===== config.mk =====
export PLATFORM = sky130hd
export DESIGN_NAME = tx_input_buffer_flat
export DESIGN_NICKNAME = d
export VERILOG_FILES = /design/src/rtl/tx_input_buffer_if.sv /design/src/rtl/tx_input_buffer.sv /design/src/flat_wrapper.sv
export SDC_FILE = /design/constraint.sdc
export NUM_CORES = 1
export LEC_CHECK = 0
export ABC_AREA = 1
export BUFFER_PORTS_ARGS = -buffer_cell sky130_fd_sc_hd__buf_2
export CAP_MARGIN = 20
export CORE_ASPECT_RATIO = 0.9
export CORE_MARGIN = 3
export CORE_UTILIZATION = 50
export DETAILED_ROUTE_END_ITERATION = 10
export PLACE_DENSITY_LB_ADDON = 0.08
export SLEW_MARGIN = 20
export SYNTH_ARGS = -nofsm -noshare
export SYNTH_HDL_FRONTEND = slang
export SYNTH_SLANG_ARGS = --single-unit

===== constraint.sdc =====
create_clock -name clk -period 2.75 [get_ports clk]
set_clock_uncertainty 0.1 [all_clocks]
set_input_delay 0.275 -clock clk [delete_from_list [all_inputs] [get_ports clk]]
set_output_delay 0.275 -clock clk [all_outputs]
set_load 0.005 [all_outputs]

===== src/rtl/tx_input_buffer_if.sv =====
// Bus bundle for tx_input_buffer: write/read request strobes, data and fill status.
// Both requests are single-cycle strobes with no ready back-pressure; a request is accepted
// when write_req && !full or read_req && !empty at the sampling edge, otherwise overflow/underflow is set.
interface tx_input_buffer_if #(
  parameter int IN_WIDTH  = 16,
  parameter int OUT_WIDTH = 8,
  parameter int UW        = 7
);
  logic                 flush;
  logic                 write_req;
  logic [IN_WIDTH-1:0]  input_data;
  logic                 read_req;
  logic [OUT_WIDTH-1:0] output_data;
  logic                 output_valid;
  logic                 input_ready;
  logic [UW-1:0]        used_w;
  logic                 empty;
  logic                 full;
  logic                 overflow;
  logic                 underflow;

  modport master (
    output flush, write_req, input_data, read_req,
    input  output_data, output_valid, input_ready, used_w, empty, full, overflow, underflow
  );

  modport slave (
    input  flush, write_req, input_data, read_req,
    output output_data, output_valid, input_ready, used_w, empty, full, overflow, underflow
  );
endinterface


===== src/rtl/tx_input_buffer.sv =====
// Width-down-converting FIFO: each IN_WIDTH write stores RATIO slices, each read pops one slice.
// Fill level is counted in output words; input_ready is a registered threshold flag.
module tx_input_buffer #(
  parameter int IN_WIDTH  = 16,
  parameter int RATIO     = 2,
  parameter int DEPTH     = 64,
  parameter int THRESHOLD = 10,
  parameter int MSB_FIRST = 1
) (
  input  logic             clk,
  input  logic             arst,
  tx_input_buffer_if.slave bus
);
  localparam int OUT_WIDTH = IN_WIDTH / RATIO;
  localparam int AW        = $clog2(DEPTH);
  localparam int UW        = AW + 1;

  logic [OUT_WIDTH-1:0] mem_q [DEPTH];
  logic [OUT_WIDTH-1:0] slice_c [RATIO];

  logic [AW-1:0]        wr_ptr_q, wr_ptr_d;
  logic [AW-1:0]        rd_ptr_q, rd_ptr_d;
  logic [UW-1:0]        used_q, used_d;
  logic [OUT_WIDTH-1:0] dout_q, dout_d;
  logic                 valid_q, valid_d;
  logic                 ready_q, ready_d;
  logic                 ovf_q, ovf_d;
  logic                 unf_q, unf_d;

  logic empty_c, full_c, wr_acc, rd_acc;

  // Slice k is the k-th word handed to the reader for one input word.
  for (genvar k = 0; k < RATIO; k++) begin : g_slice
    if (MSB_FIRST != 0) begin : g_msb
      assign slice_c[k] = bus.input_data[IN_WIDTH-1-k*OUT_WIDTH -: OUT_WIDTH];
    end else begin : g_lsb
      assign slice_c[k] = bus.input_data[k*OUT_WIDTH +: OUT_WIDTH];
    end
  end

  assign empty_c = (used_q == '0);
  assign full_c  = (used_q > UW'(DEPTH - RATIO));
  assign wr_acc  = bus.write_req && !full_c;
  assign rd_acc  = bus.read_req && !empty_c;

  always_comb begin
    wr_ptr_d = wr_ptr_q;
    rd_ptr_d = rd_ptr_q;
    used_d   = used_q;
    dout_d   = dout_q;
    valid_d  = 1'b0;
    ready_d  = 1'b0;
    ovf_d    = ovf_q;
    unf_d    = unf_q;
    if (bus.flush) begin
      wr_ptr_d = '0;
      rd_ptr_d = '0;
      used_d   = '0;
      ovf_d    = 1'b0;
      unf_d    = 1'b0;
    end else begin
      if (wr_acc) wr_ptr_d = wr_ptr_q + AW'(RATIO);
      if (rd_acc) begin
        rd_ptr_d = rd_ptr_q + AW'(1);
        dout_d   = mem_q[rd_ptr_q];
      end
      used_d  = used_q + (wr_acc ? UW'(RATIO) : UW'(0)) - (rd_acc ? UW'(1) : UW'(0));
      valid_d = rd_acc;
      ready_d = (used_d >= UW'(THRESHOLD));
      ovf_d   = ovf_q | (bus.write_req && full_c);
      unf_d   = unf_q | (bus.read_req && empty_c);
    end
  end

  // Storage has no reset; slices of one word never straddle the wrap since DEPTH % RATIO == 0.
  always_ff @(posedge clk) begin
    if (wr_acc && !bus.flush) begin
      for (int k = 0; k < RATIO; k++) begin
        mem_q[wr_ptr_q + AW'(k)] <= slice_c[k];
      end
    end
  end

  always_ff @(posedge clk or negedge arst) begin
    if (!arst) begin
      wr_ptr_q <= '0;
      rd_ptr_q <= '0;
      used_q   <= '0;
      dout_q   <= '0;
      valid_q  <= 1'b0;
      ready_q  <= 1'b0;
      ovf_q    <= 1'b0;
      unf_q    <= 1'b0;
    end else begin
      wr_ptr_q <= wr_ptr_d;
      rd_ptr_q <= rd_ptr_d;
      used_q   <= used_d;
      dout_q   <= dout_d;
      valid_q  <= valid_d;
      ready_q  <= ready_d;
      ovf_q    <= ovf_d;
      unf_q    <= unf_d;
    end
  end

  assign bus.output_data  = dout_q;
  assign bus.output_valid = valid_q;
  assign bus.input_ready  = ready_q;
  assign bus.used_w       = used_q;
  assign bus.empty        = empty_c;
  assign bus.full         = full_c;
  assign bus.overflow     = ovf_q;
  assign bus.underflow    = unf_q;
endmodule


===== src/flat_wrapper.sv =====
// flat-port wrapper written by rule: the top's interface ports become plain ports
module tx_input_buffer_flat 
#(
  parameter int IN_WIDTH  = 16,
  parameter int RATIO     = 2,
  parameter int DEPTH     = 64,
  parameter int THRESHOLD = 10,
  parameter int MSB_FIRST = 1
)
  (clk, arst, bus_flush, bus_write_req, bus_input_data, bus_read_req, bus_output_data, bus_output_valid, bus_input_ready, bus_used_w, bus_empty, bus_full, bus_overflow, bus_underflow);
  tx_input_buffer_if #(.IN_WIDTH(IN_WIDTH), .OUT_WIDTH(8), .UW(7)) bus_i ();
  input  logic clk;
  input  logic arst;
  input wire logic [$bits(bus_i.flush)-1:0] bus_flush;
  input wire logic [$bits(bus_i.write_req)-1:0] bus_write_req;
  input wire logic [$bits(bus_i.input_data)-1:0] bus_input_data;
  input wire logic [$bits(bus_i.read_req)-1:0] bus_read_req;
  output wire logic [$bits(bus_i.output_data)-1:0] bus_output_data;
  output wire logic [$bits(bus_i.output_valid)-1:0] bus_output_valid;
  output wire logic [$bits(bus_i.input_ready)-1:0] bus_input_ready;
  output wire logic [$bits(bus_i.used_w)-1:0] bus_used_w;
  output wire logic [$bits(bus_i.empty)-1:0] bus_empty;
  output wire logic [$bits(bus_i.full)-1:0] bus_full;
  output wire logic [$bits(bus_i.overflow)-1:0] bus_overflow;
  output wire logic [$bits(bus_i.underflow)-1:0] bus_underflow;
  assign bus_i.flush = bus_flush;
  assign bus_i.write_req = bus_write_req;
  assign bus_i.input_data = bus_input_data;
  assign bus_i.read_req = bus_read_req;
  assign bus_output_data = bus_i.output_data;
  assign bus_output_valid = bus_i.output_valid;
  assign bus_input_ready = bus_i.input_ready;
  assign bus_used_w = bus_i.used_w;
  assign bus_empty = bus_i.empty;
  assign bus_full = bus_i.full;
  assign bus_overflow = bus_i.overflow;
  assign bus_underflow = bus_i.underflow;
  tx_input_buffer #(.IN_WIDTH(IN_WIDTH), .RATIO(RATIO), .DEPTH(DEPTH), .THRESHOLD(THRESHOLD), .MSB_FIRST(MSB_FIRST)) u_core (.clk(clk), .arst(arst), .bus(bus_i));
endmodule

==> results.md <==
* Fin worst setup slack at -7.031 ps
* Largest cells by area after synthesis: edfxtp_1 (59%), nand2_1 (22%), nand3_1 (6.2%)
* Largest net degree at the start of global routing at 100
* Initial antenna violation count at 0
* Final Util at 57.34%
* Worst Reg2Reg Path Length in Cells at 18
* Final setup fails at 1
* Net Sw Frac at 30.38%
* Htree depth at 2
* Hold Startpoint: bus_input_data[10]
* Synthesized instance count at 2872
* Status: finished with violations
* Slowest library cell on the worst path: dfrtp_1
* Cell taking the most area after synthesis: edfxtp_1
* CP Depth at 18
* CTS Root Cell: clkbuf_16
* Layout cells sized above 1 at 10.27%
* Post-route ant nets at 0
* PD cells at 732.1 nW/um2
* Minimum clock period at 2757 ps
* Placed wire-length estimate at 46.50 mm
* Initial Util at 51.01%
* Placed inst area at 27260 um2
* Worst path required time at 3140 ps
* Die width at 245.8 um
* Routability cong. at 0.9040
* Register area at 16130 um2
* CTS tree: done
* Hold Path Class: in -> reg
* # nets final at 2938
* Arrival time worst endpoint at 3150 ps
* VDD IR max at 0.0005227 V
* Comb power frac at 21.8%
* Distinct cells, synth at 30
* Core ar. at 50750 um2
* FILL cells at 4470
* Vias in the first global route at 18.75k
* Slew HR at 41.61%
* Internal power at 14.83 mW
* Antenna cells at 0
* First-pass GRT wire length at 116.7 mm
* Area grow syn2layout at 12.42%
* Yosys reg bits at 542
* Finished Cell Area at 29100 um2
* Post-Syn Area at 25890 um2
* Seq/Total Area, Yosys at 62.29%
* Sink Count at 542
* Slew @ Worst Pin at 875.8 ps
* Initial DRC count at 2219
* Drt first pass iters at 6
* Violated checks: negative setup slack
* Psw at 6.473 mW
* Worst hold slack at 87.04 ps
* F_max at 362.7 MHz
* Reg clk slew, reported paths at 60 ps
* Vias per inst at 5.529
* CP max stage delay at 420 ps
* CTS buffer count at 57
* CP Launch Point: u_core.bus.used_w[5]$_DFF_PN0_
* RSZ-0062 raised after global routing: yes
* Area share of the largest cell type after synthesis at 59.39%
* CP bufs+invs at 2
* Max FO, Critical Path at 4
* Delay-heaviest family, CP: adder cells
* Slew Viols, Final at 0
* Static leakage at 12.45 nW
* R2R Path End: u_core.bus.input_ready$_DFF_PN0_
* Port Buf Inserts at 41
* Crit path kind: reg -> reg
* R2R Path Start: u_core.bus.used_w[5]$_DFF_PN0_
* Design Power at 21.31 mW
* Syn_nets at 2913
* Wirelength per Cell at 21.45 um
* Crit path capture: u_core.bus.input_ready$_DFF_PN0_
* # DRC at 0
* MaxCap Viol Count at 0
* Site Rows at 78
* Die area at 54540 um2
* Via count at 20.02k
* Die Height at 221.9 um
* Clock share of power at 34.1%
* Ys Warns at 0
* Crit-path cells: ha_2, nand2_2, nor3_2, nand2_1, nand2_2, inv_2, nand2_4, ha_4, inv_2, ha_4, fa_2, nand2_1, nand2_1, a21oi_2, xor2_1, nand3_1, nand2_1, nand2_1
* Post-Route WL at 77.65 mm
* R2R Setup Slk at -7 ps
* Period utilization at 100.3%
* Multi-input logic area at 8693 um2
* Overflow left after global routing at 0
* Clk_lat worst skew at 610 ps
* Reg power frac at 44.1%
* Overall routing resource usage at 28.50%
* Final Hold Viols at 0
* IO Pins at 42
* Worst Setup End Kind: flop
* CP Launch Type: flop
* Syn_area_per_cell at 9.013 um2
* CTS Buffer Depth at 3
* CP most frequent cell: nand2_1
layer usage:
layer  global-route usage [%]  share of wire [%]
met1                    40.78                 42
met2                    44.24                 46
met3                    4.450                8.2
met5                    1.159               0.11
met4                    10.30                3.5
cells by family (layout without fill, tap and decap cells):
group,after synthesis,in the layout,synth area share [%]
and+or+nand+nor,1948,1948,30.62
DFF,542,542,62.29
buffers and inverters,275,343,4.350
AOI/OAI and AO/OA,83,83,1.610
adders and majority gates,20,20,0.9957
xor gates and xnor gates,4,4,0.1354
Yosys cell counts:
master and n:
nor4_4 1, nand2_1 1525, or2_2 1, clkinv_1 9, clkbuf_1 94, buf_6 3
xnor2_1 3, nand4_2 1, ha_1 19, dfrtp_1 30, nand2_2 27, buf_4 1
nand2_4 3, a21oi_1 73, o22ai_1 1, nor4_1 1, edfxtp_1 512, nor2_2 1
buf_1 28, inv_1 58, buf_2 54, inv_2 28, nor3_1 2, nor2_1 58
fa_1 1, o21ai_0 9, nand4_1 1, nor2_8 5, xor2_1 1, nand3_1 322
worst min path at each step:
stage,to,slack (ps),cells after the start
final,u_core.mem_q[54][2]$_DFFE_PP_,90,2
after global routing,u_core.mem_q[0][7]$_DFFE_PP_,80,1
after CTS,u_core.mem_q[0][7]$_DFFE_PP_,60,1
after detailed placement,u_core.bus.output_data[0]$_DFFE_PN0P_,320,1
after global placement,u_core.bus.output_data[0]$_DFFE_PN0P_,290,1
after floorplan,u_core.bus.input_ready$_DFF_PN0_,-120,0
power groups by stage:
stage          combinational, mW  clock, mW  sequential, mW
6_report                    4.64       7.27            9.40
2_1_floorplan               2.69          0            9.49
4_1_cts                     4.53       7.34            9.38
3_3_place_gp                4.45          0            9.54
5_1_grt                     5.12       7.65            9.40
3_5_place_dp                4.49          0            9.55
area by class of cell:
| class | count | area share, % |
|---|---|---|
| Timing Repair Buffer | 146 | 4.609 |
| Tap cell | 680 | 2.924 |
| Multi-Input combinational cell | 2055 | 29.87 |
| Sequential cell | 542 | 55.44 |
| Clock inverter | 30 | 0.6621 |
| Clock buffer | 72 | 5.241 |
| Inverter | 95 | 1.251 |
per-stage QoR:
stage,TNS (ps),instances,setup WS [ps]
finish,-7.031,3620,-7.031
global placement,-43.59,3510,-43.59
global route,-298.7,3620,-172.6
detailed placement,-36.23,3510,-36.23
floorplan,0,2872,44.22
CTS,0,3618,25.50
state kept, by name, indices dropped and copies added (netlist names):
name and flops:
u_core.mem_q 512, u_core.bus.output_data 8, u_core.bus.overflow 1, u_core.bus.input_ready 1, u_core.rd_ptr_q 6, u_core.bus.used_w 7, u_core.wr_ptr_q 5, u_core.bus.underflow 1
u_core.bus.output_valid 1
repair_timing:
action | in CTS | in global routing
hold buffers | 4 | 0
resized for setup | 1 | 14
buffers inserted | 2 | 2
pin swaps | 1 | 7
endpoints found under the hold margin | 40 | 0
endpoints found under the setup margin | 2 | 3
placed cells by master, fill, tap and decap left out, types with 9 or more instances in the layout:
cell type  synthesis  layout
a21oi_1           73      72
buf_12             0      27
buf_2             54      41
buf_4              1      74
clkbuf_1          94      13
clkbuf_16          0      59
clkinv_1           9      23
clkinv_2           0      11
dfrtp_1           30      26
edfxtp_1         512     512
ha_1              19      15
inv_1             58      52
inv_2             28      33
nand2_1         1525    1524
nand2_2           27      28
nand3_1          322     322
nor2_1            58      58
o21ai_0            9       9
No activity file was read; power rests on OpenSTA's default activity.
